$ cat config.mk
export PLATFORM = sky130hd
export DESIGN_NAME = instruction_fetch
export DESIGN_NICKNAME = d
export VERILOG_FILES = /design/src/rtl/riscv_pkg.sv /design/src/rtl/instruction_fetch.sv
export SDC_FILE = /design/constraint.sdc
export NUM_CORES = 1
export LEC_CHECK = 0
export CORE_MARGIN = 10
export CORE_UTILIZATION = 36
export CTS_CLUSTER_SIZE = 28
export DETAILED_ROUTE_END_ITERATION = 8
export PLACE_DENSITY = 0.78
export SYNTH_ARGS = -nofsm -noshare
export SYNTH_HDL_FRONTEND = slang
export SYNTH_SLANG_ARGS = --single-unit
$ cat constraint.sdc
create_clock -name clk -period 2.7 [get_ports clk]
set_clock_uncertainty 0.1 [all_clocks]
set_input_delay 0.81 -clock clk [delete_from_list [all_inputs] [get_ports clk]]
set_output_delay 0.81 -clock clk [all_outputs]
set_load 0.02 [all_outputs]
$ cat src/rtl/riscv_pkg.sv
// Shared RISC-V front-end types: fetch fault codes, fetch FSM states, canonical NOP.
package riscv_pkg;

  localparam logic [31:0] NOP_INSTR = 32'h0000_0013;

  typedef enum logic [1:0] {
    FAULT_NONE       = 2'd0,
    FAULT_MISALIGNED = 2'd1,
    FAULT_RANGE      = 2'd2
  } fetch_fault_t;

  typedef enum logic [1:0] {
    BOOT  = 2'd0,
    RUN   = 2'd1,
    FAULT = 2'd2
  } fetch_state_t;

endpackage

$ cat src/rtl/instruction_fetch.sv
// Fetch stage: owns PC, drives word address to comb imem, registers the instruction for decode.
// One cycle pc->if_*; holds pc and output while decode stalls (if_valid && !id_ready).
module instruction_fetch
  import riscv_pkg::*;
#(
  parameter int                  WIDTH1   = 32,
  parameter logic [WIDTH1-1:0]   RESET_PC = '0,
  parameter int                  MEM_SIZE = 1024
) (
  input  logic              clk,
  input  logic              reset,
  input  logic              redirect_valid,
  input  logic [WIDTH1-1:0] redirect_pc,
  input  logic              id_ready,
  output logic [WIDTH1-1:0] imem_addr,
  input  logic [WIDTH1-1:0] imem_rdata,
  output logic              if_valid,
  output logic [WIDTH1-1:0] if_pc,
  output logic [WIDTH1-1:0] if_instr,
  output logic [1:0]        if_fault,
  output logic [WIDTH1-1:0] fetch_count
);

  localparam logic [WIDTH1-1:0] MEM_WORDS = WIDTH1'(MEM_SIZE);

  fetch_state_t      state_q, state_d;
  fetch_fault_t      if_fault_q, if_fault_d, fetch_fault;
  logic [WIDTH1-1:0] pc_q, pc_d;
  logic [WIDTH1-1:0] if_pc_q, if_pc_d;
  logic [WIDTH1-1:0] if_instr_q, if_instr_d;
  logic [WIDTH1-1:0] fetch_count_q, fetch_count_d;
  logic              if_valid_q, if_valid_d;
  logic              run, handshake, adv;

  assign imem_addr = {2'b00, pc_q[WIDTH1-1:2]};

  // Misaligned wins over out-of-range when both apply.
  always_comb begin
    fetch_fault = FAULT_NONE;
    if (pc_q[1:0] != 2'b00)       fetch_fault = FAULT_MISALIGNED;
    else if (imem_addr >= MEM_WORDS) fetch_fault = FAULT_RANGE;
  end

  assign handshake = if_valid_q && id_ready;
  assign adv       = run && (!if_valid_q || id_ready);

  always_ff @(posedge clk or negedge reset) begin
    if (!reset) state_q <= BOOT;
    else        state_q <= state_d;
  end

  always_comb begin
    state_d = state_q;
    if (redirect_valid)                       state_d = RUN;
    else if (state_q == BOOT)                 state_d = RUN;
    else if (adv && fetch_fault != FAULT_NONE) state_d = FAULT;
  end

  always_comb begin
    run = (state_q == RUN);
  end

  always_comb begin
    pc_d          = pc_q;
    if_valid_d    = if_valid_q;
    if_pc_d       = if_pc_q;
    if_instr_d    = if_instr_q;
    if_fault_d    = if_fault_q;
    fetch_count_d = fetch_count_q;

    // A handshake is decode's consumption; it counts even when a redirect squashes the register.
    if (handshake && if_fault_q == FAULT_NONE) fetch_count_d = fetch_count_q + WIDTH1'(1);

    if (redirect_valid) begin
      pc_d       = redirect_pc;
      if_valid_d = 1'b0;
    end else if (adv) begin
      if_valid_d = 1'b1;
      if_pc_d    = pc_q;
      if_fault_d = fetch_fault;
      if (fetch_fault == FAULT_NONE) begin
        if_instr_d = imem_rdata;
        pc_d       = pc_q + WIDTH1'(4);
      end else begin
        if_instr_d = WIDTH1'(NOP_INSTR);
      end
    end else if (handshake) begin
      if_valid_d = 1'b0;
    end
  end

  always_ff @(posedge clk or negedge reset) begin
    if (!reset) begin
      pc_q          <= RESET_PC;
      if_valid_q    <= 1'b0;
      if_pc_q       <= '0;
      if_instr_q    <= WIDTH1'(NOP_INSTR);
      if_fault_q    <= FAULT_NONE;
      fetch_count_q <= '0;
    end else begin
      pc_q          <= pc_d;
      if_valid_q    <= if_valid_d;
      if_pc_q       <= if_pc_d;
      if_instr_q    <= if_instr_d;
      if_fault_q    <= if_fault_d;
      fetch_count_q <= fetch_count_d;
    end
  end

  assign if_valid    = if_valid_q;
  assign if_pc       = if_pc_q;
  assign if_instr    = if_instr_q;
  assign if_fault    = if_fault_q;
  assign fetch_count = fetch_count_q;

endmodule

==> impl_metrics.py, run 1 <==
metrics = {
    "timing": {
        "fmax_mhz": 399,
        "hold_violations": 0,
        "tns_ns": 0,
        "rsz0062_at_grt": "no",
        "post-route-min-period_ns": 2.51,
        "whs_ns": 0.275,
        "slew_violations": 0,
        "worst_slew_pin_slew_ns": 0.591,
        "setup_viol": 0,
        "period_share_pct": 92.9,
        "slew_headroom_pct": 60.6,
    },
    "power_and_ir_drop": {
        "p_total_mw": 7.04,
        "vdd_drop_max_v": 0.000462,
        "sw_frac_of_total_pct": 33.7,
        "p_leak_nw": 3.66,
        "power_frac_comb_pct": 30.8,
        "p_int_mw": 4.67,
        "p_sw_mw": 2.37,
        "seq_power_share_pct": 37.6,
        "powerDensity_mw_per_mm2": 827,
        "pwr-share-clk_pct": 31.6,
    },
    "outcome": {
        "status": "complete, no violations",
    },
    "logic_synthesis": {
        "synth_area_mm2": 0.00580,
        "ys_top_cells_by_count": "177 x nand2_1, 130 x dfrtp_1, 44 x o21ai_0",
        "synth_top_area_share_pct": 56.1,
        "syn_inst": 569,
        "syn_avg_cell_area_um2": 10.2,
        "yosysWarnings": 0,
        "seq_area_frac_synth_pct": 57.4,
        "yosysUniqueCellTypes": 40,
        "synthFlopType": "dfrtp_1",
        "yosysTopAreaCell": "dfrtp_1",
        "ys_ff_latch": 133,
        "synth_enable_flop_cells": 0,
        "async_flop_share_pct": 100,
        "synth.area.top_cells": "dfrtp_1 56%, nand2_1 11%, xnor2_1 4.4%, mux2_2 4.3%, buf_4 4.1%",
        "yosysMostFrequentCell": "nand2_1",
    },
    "floorplan": {
        "initial_core_util_pct": 36.7,
        "die_area_mm2": 0.0216,
        "ios": 199,
        "die_y_um": 147,
        "rows": 46,
        "die_x_um": 147,
        "core_area_mm2": 0.0158,
    },
    "drt": {
        "final_antenna_net_count": 0,
        "drtIter0Drc": 162,
        "viasPerCell": 4.74,
        "num_vias": 4659,
        "drc": 0,
        "routed_wl_um": 17100,
        "dr.pass1.iters": 4,
        "routedWlPerCell_um": 17.4,
    },
    "clocking": {
        "tritoncts": "done",
        "cts_sinks": 133,
        "htree_num_levels": 4,
        "cts_made_buffers": 17,
        "cts_resized": 0,
        "cts_hold_buffers": 0,
        "post_cts_buffers": 0,
        "path_clk_slew_ns": 0.06,
        "clock_path_buffers": 2,
        "cts-root-buf": "clkbuf_16",
        "clock_latency_ns": 0.42,
    },
    "final_layout": {
        "area_growth_pct": 46.7,
        "final_net_count": 824,
        "nFillCells": 1395,
        "stdcell_area_mm2": 0.00851,
        "drive_gt1_share_pct": 12.0,
        "multi_input_area_mm2": 0.00213,
        "seq_area_mm2": 0.00333,
        "finalNonFillerCells": 983,
    },
    "grt": {
        "grt_pass1_vias": 4870,
        "grt_pass1_wl_um": 27500,
        "grt_max_degree": 60,
        "antenna_found_initial": 1,
        "overflow": 0,
        "grt_use_total_pct": 15.9,
    },
    "worst_setup_path": {
        "critPathMaxStageDelay_ns": 0.70,
        "critPathLaunchType": "flop",
        "worst_path_max_delay_cell": "clkdlybuf4s50_1",
        "r2r_slack_ns": 0.32,
        "end_kind": "output port",
        "crit_fanout": 7,
        "critPathTopFamily": "buffers and inverters",
        "critical_path_class": "reg2out",
        "crit_arrival_ns": 1.60,
        "worstPathRequired_ns": 1.79,
        "path_buf_inv": 1,
        "crit_chain": "clkdlybuf4s50_1",
    },
    "place": {
        "dpl.hpwl_um": 12700,
        "place_area_mm2": 0.00794,
        "gp_congestion": 0.827,
        "portBuffers": 196,
        "place_inst": 950,
    },
    "min_path": {
        "hold_path_class": "in2async",
    },
    "run": {
        "maxCapViolations": 0,
    },
}
-- kinds of logic after synthesis --
logic type	share of synthesized area [%]
buf+inv	6.10
fa+ha+maj	0.647
xor+xnor	5.74
simple gates	20.6
compound gates	5.02
other cells	0.0646
flops	57.4
mux	4.44
-- registers in the layout (all words and copies together), names as in the netlist --
register and cells:
fetch_count 32, if_instr 32, if_pc 32, pc_q 32, if_fault 2, state_q 2, if_valid 1
-- cell type report --
cell class / instances / share of cell area [%]
inverters: 7 / 0.309
clock buffers: 21 / 5.53
well taps: 216 / 3.18
flip-flops and latches: 133 / 39.1
repair buffers: 217 / 25.6
multi-input cells: 377 / 25.0
clock inverters: 11 / 1.18
diodes: 1 / 0.0294
-- cell usage in the layout, fill, tap and decap left out, drive strengths merged, types with 3 or more instances in the layout --
master	count
clkbuf	21
nor3	6
a21oi	3
mux2	22
dfstp	3
nand2	177
nor2	13
buf	23
nor4	10
xor2	9
clkdlybuf4s50	194
nand3	17
and4	7
clkinvlp	5
clkinv	4
dfrtp	130
inv	8
ha	3
and3	3
nand2b	3
xnor2	29
nand4	11
o21ai	44
-- worst paths after layout --
kind / endpoint / cells after the start / startpoint
max: imem_addr[4] / 1 / pc_q[6]$_DFFE_PN0P_
min: if_pc[0]$_DFFE_PN0P_ / 1 / reset
max reg2reg: pc_q[7]$_DFFE_PN0P_ / 6 / pc_q[27]$_DFFE_PN0P_
min reg2reg: if_instr[1]$_DFFE_PN1P_ / 2 / if_instr[1]$_DFFE_PN1P_
max in group asynchronous: if_instr[23]$_DFFE_PN0P_ / 2 / reset
min in group clk: if_instr[1]$_DFFE_PN1P_ / 2 / if_instr[1]$_DFFE_PN1P_
-- layer usage --
layer	GRT usage, %	wire (um)
met1	19.3	7300
met2	24.3	7910
met3	7.34	1550
met4	5.85	353
met5	0	0
-- through the flow --
step           setup WS, ns  util, %
2_1_floorplan         0.509        -
3_3_place_gp         0.0912     50.2
3_5_place_dp         0.0802     50.2
4_1_cts               0.179     53.8
5_1_grt               0.140     53.8
6_report              0.191     53.8
-- power groups by stage --
stage	combinational (mW)	sequential, mW	clock (mW)
after global routing	2.36	2.70	2.38
after floorplan	0.745	2.98	0
after detailed placement	2.20	2.67	0
after global placement	2.17	2.65	0
after CTS	2.21	2.64	2.27
final	2.17	2.65	2.23
Power figures use the tool's default switching activity.
==> run 2, diff against run 1 <==
--- a/config.mk
+++ b/config.mk
@@ -10,4 +10,5 @@
 export CTS_CLUSTER_SIZE = 28
 export DETAILED_ROUTE_END_ITERATION = 8
+export HOLD_SLACK_MARGIN = 0.05
 export PLACE_DENSITY = 0.78
 export SYNTH_ARGS = -nofsm -noshare
==> constraint.sdc (replaced) <==
create_clock -name clk -period 2.7 [get_ports clk]
set_clock_uncertainty 0.1 [all_clocks]
set_input_delay 0.81 -clock clk [delete_from_list [all_inputs] [get_ports clk]]
set_output_delay 0.81 -clock clk [all_outputs]
set_load 0.05 [all_outputs]
==> impl_metrics.py, run 2 (synthesized netlist as in run 1, its figures left out) <==
metrics = {
    "outcome": {
        "status": "complete, no violations",
    },
    "drt": {
        "viasPerCell": 4.71,
        "dr.pass1.iters": 4,
        "final_antenna_net_count": 0,
        "routed_wl_um": 16700,
        "drtIter0Drc": 238,
        "num_vias": 4628,
        "routedWlPerCell_um": 17.0,
        "drc": 0,
    },
    "worst_setup_path": {
        "end_kind": "output port",
        "path_buf_inv": 1,
        "critical_path_class": "reg2out",
        "critPathMaxStageDelay_ns": 0.81,
        "setup.worst_path.start": "if_instr[1]$_DFFE_PN1P_",
        "critPathLaunchType": "flop",
        "crit_fanout": 2,
        "crit_chain": "clkdlybuf4s50_1",
        "worstPathRequired_ns": 1.79,
        "worst_path_max_delay_cell": "clkdlybuf4s50_1",
        "crit_arrival_ns": 1.75,
        "r2r-start": "pc_q[27]$_DFFE_PN0P_",
        "critPathTopFamily": "buffers and inverters",
    },
    "clocking": {
        "cts_sinks": 133,
        "clock_path_buffers": 2,
        "htree_num_levels": 4,
        "post_cts_buffers": 0,
        "cts_made_buffers": 17,
        "cts_hold_buffers": 0,
        "clock_latency_ns": 0.42,
        "tritoncts": "done",
        "cts-root-buf": "clkbuf_16",
        "path_clk_slew_ns": 0.06,
    },
    "timing": {
        "period_share_pct": 98.4,
        "rsz0062_at_grt": "no",
        "setup_viol": 0,
        "whs_ns": 0.256,
        "fmax_mhz": 377,
        "worst_slew_pin_slew_ns": 0.594,
        "hold_violations": 0,
        "slew_violations": 0,
        "tns_ns": 0,
        "post-route-min-period_ns": 2.66,
        "slew_headroom_pct": 60.3,
    },
    "power_and_ir_drop": {
        "vdd_drop_max_v": 0.000483,
        "p_leak_nw": 3.73,
        "powerDensity_mw_per_mm2": 933,
    },
    "floorplan": {
        "ios": 199,
        "initial_core_util_pct": 36.7,
        "die_y_um": 147,
        "die_x_um": 147,
        "core_area_mm2": 0.0158,
        "rows": 46,
        "die_area_mm2": 0.0216,
    },
    "final_layout": {
        "nFillCells": 1398,
        "final_net_count": 824,
        "final_cell_mix": "185 x clkdlybuf4s50_1, 177 x nand2_1, 130 x dfrtp_1",
        "seq_area_mm2": 0.00333,
        "drive_gt1_share_pct": 11.9,
        "final_common_cell": "clkdlybuf4s50_1",
        "multi_input_area_mm2": 0.00213,
        "area_growth_pct": 47.5,
    },
    "grt": {
        "grt_pass1_vias": 4812,
        "grt_use_total_pct": 15.7,
        "grt_max_degree": 54,
        "grt_pass1_wl_um": 27000,
        "overflow": 0,
        "antenna_found_initial": 1,
    },
    "place": {
        "portBuffers": 196,
        "dpl.hpwl_um": 12600,
        "gp_congestion": 0.819,
    },
    "min_path": {
        "hold_path_class": "in2async",
    },
    "run": {
        "maxCapViolations": 0,
    },
}
run 2: changes by cell type in the layout (fill, tap and decap cells not counted), sizes merged:
cell and change:
clkinv -1, inv -2, clkdlybuf4s50 -9, dlymetal6s2s +5
dlygate4sd2 +3, clkbuf +2, bufinv +2, clkinvlp -2
buf +1
run 2: final timing paths:
kind	endpoint	slack [ns]	cells past startpoint
hold reg to reg	if_instr[1]$_DFFE_PN1P_	0.35	2
min in group clk	if_instr[1]$_DFFE_PN1P_	0.35	2
setup reg to reg	pc_q[12]$_DFFE_PN0P_	0.31	5
hold / removal	if_pc[0]$_DFFE_PN0P_	0.26	1
max in group asynchronous	if_instr[0]$_DFFE_PN1P_	1.56	2
setup / recovery	if_instr[1]	0.04	1
run 2: area by class of cell:
| cell class | count | area share (%) |
|---|---|---|
| multi-input cells | 377 | 24.9 |
| flip-flops and latches | 133 | 38.9 |
| diodes | 1 | 0.0292 |
| inverters | 7 | 0.307 |
| clock buffers | 23 | 5.70 |
| well taps | 216 | 3.16 |
| clock inverters | 8 | 1.43 |
| repair buffers | 217 | 25.5 |
run 2: through the flow:
step | power, mW | util (%) | std cells | instance area, um^2 | setup slack, ns
floorplan | 4.51 | - | 570 | 5810 | 0.464
global placement | 5.63 | 50.1 | 950 | 7940 | 0.0933
detailed placement | 5.68 | 50.1 | 950 | 7940 | 0.0682
CTS | 8.09 | 54.0 | 981 | 8540 | 0.00919
global route | 8.38 | 54.1 | 982 | 8560 | 0.00296
finish | 7.98 | 54.1 | 982 | 8560 | 0.0441
run 2: what timing repair did:
action	CTS	global route
setup endpoints to repair	3	5
cloned	0	0
gates resized for setup	3	5
run 2: where the power goes:
part,leakage (nW),switching (mW),internal [mW]
Sequential,1.71,0.281,2.37
Combinational,1.73,1.98,0.979
Clock,0.291,0.830,1.54
run 2: per-layer routing:
metal | up-vias | GRT usage, % | wire, um | share of wire (%)
li1 | 2221 | - | - | -
met1 | 2231 | 18.5 | 7020 | 42
met2 | 150 | 24.0 | 7710 | 46
met3 | 26 | 7.62 | 1600 | 9.6
met4 | 0 | 6.34 | 376 | 2.3
met5 | - | 0 | 0 | 0
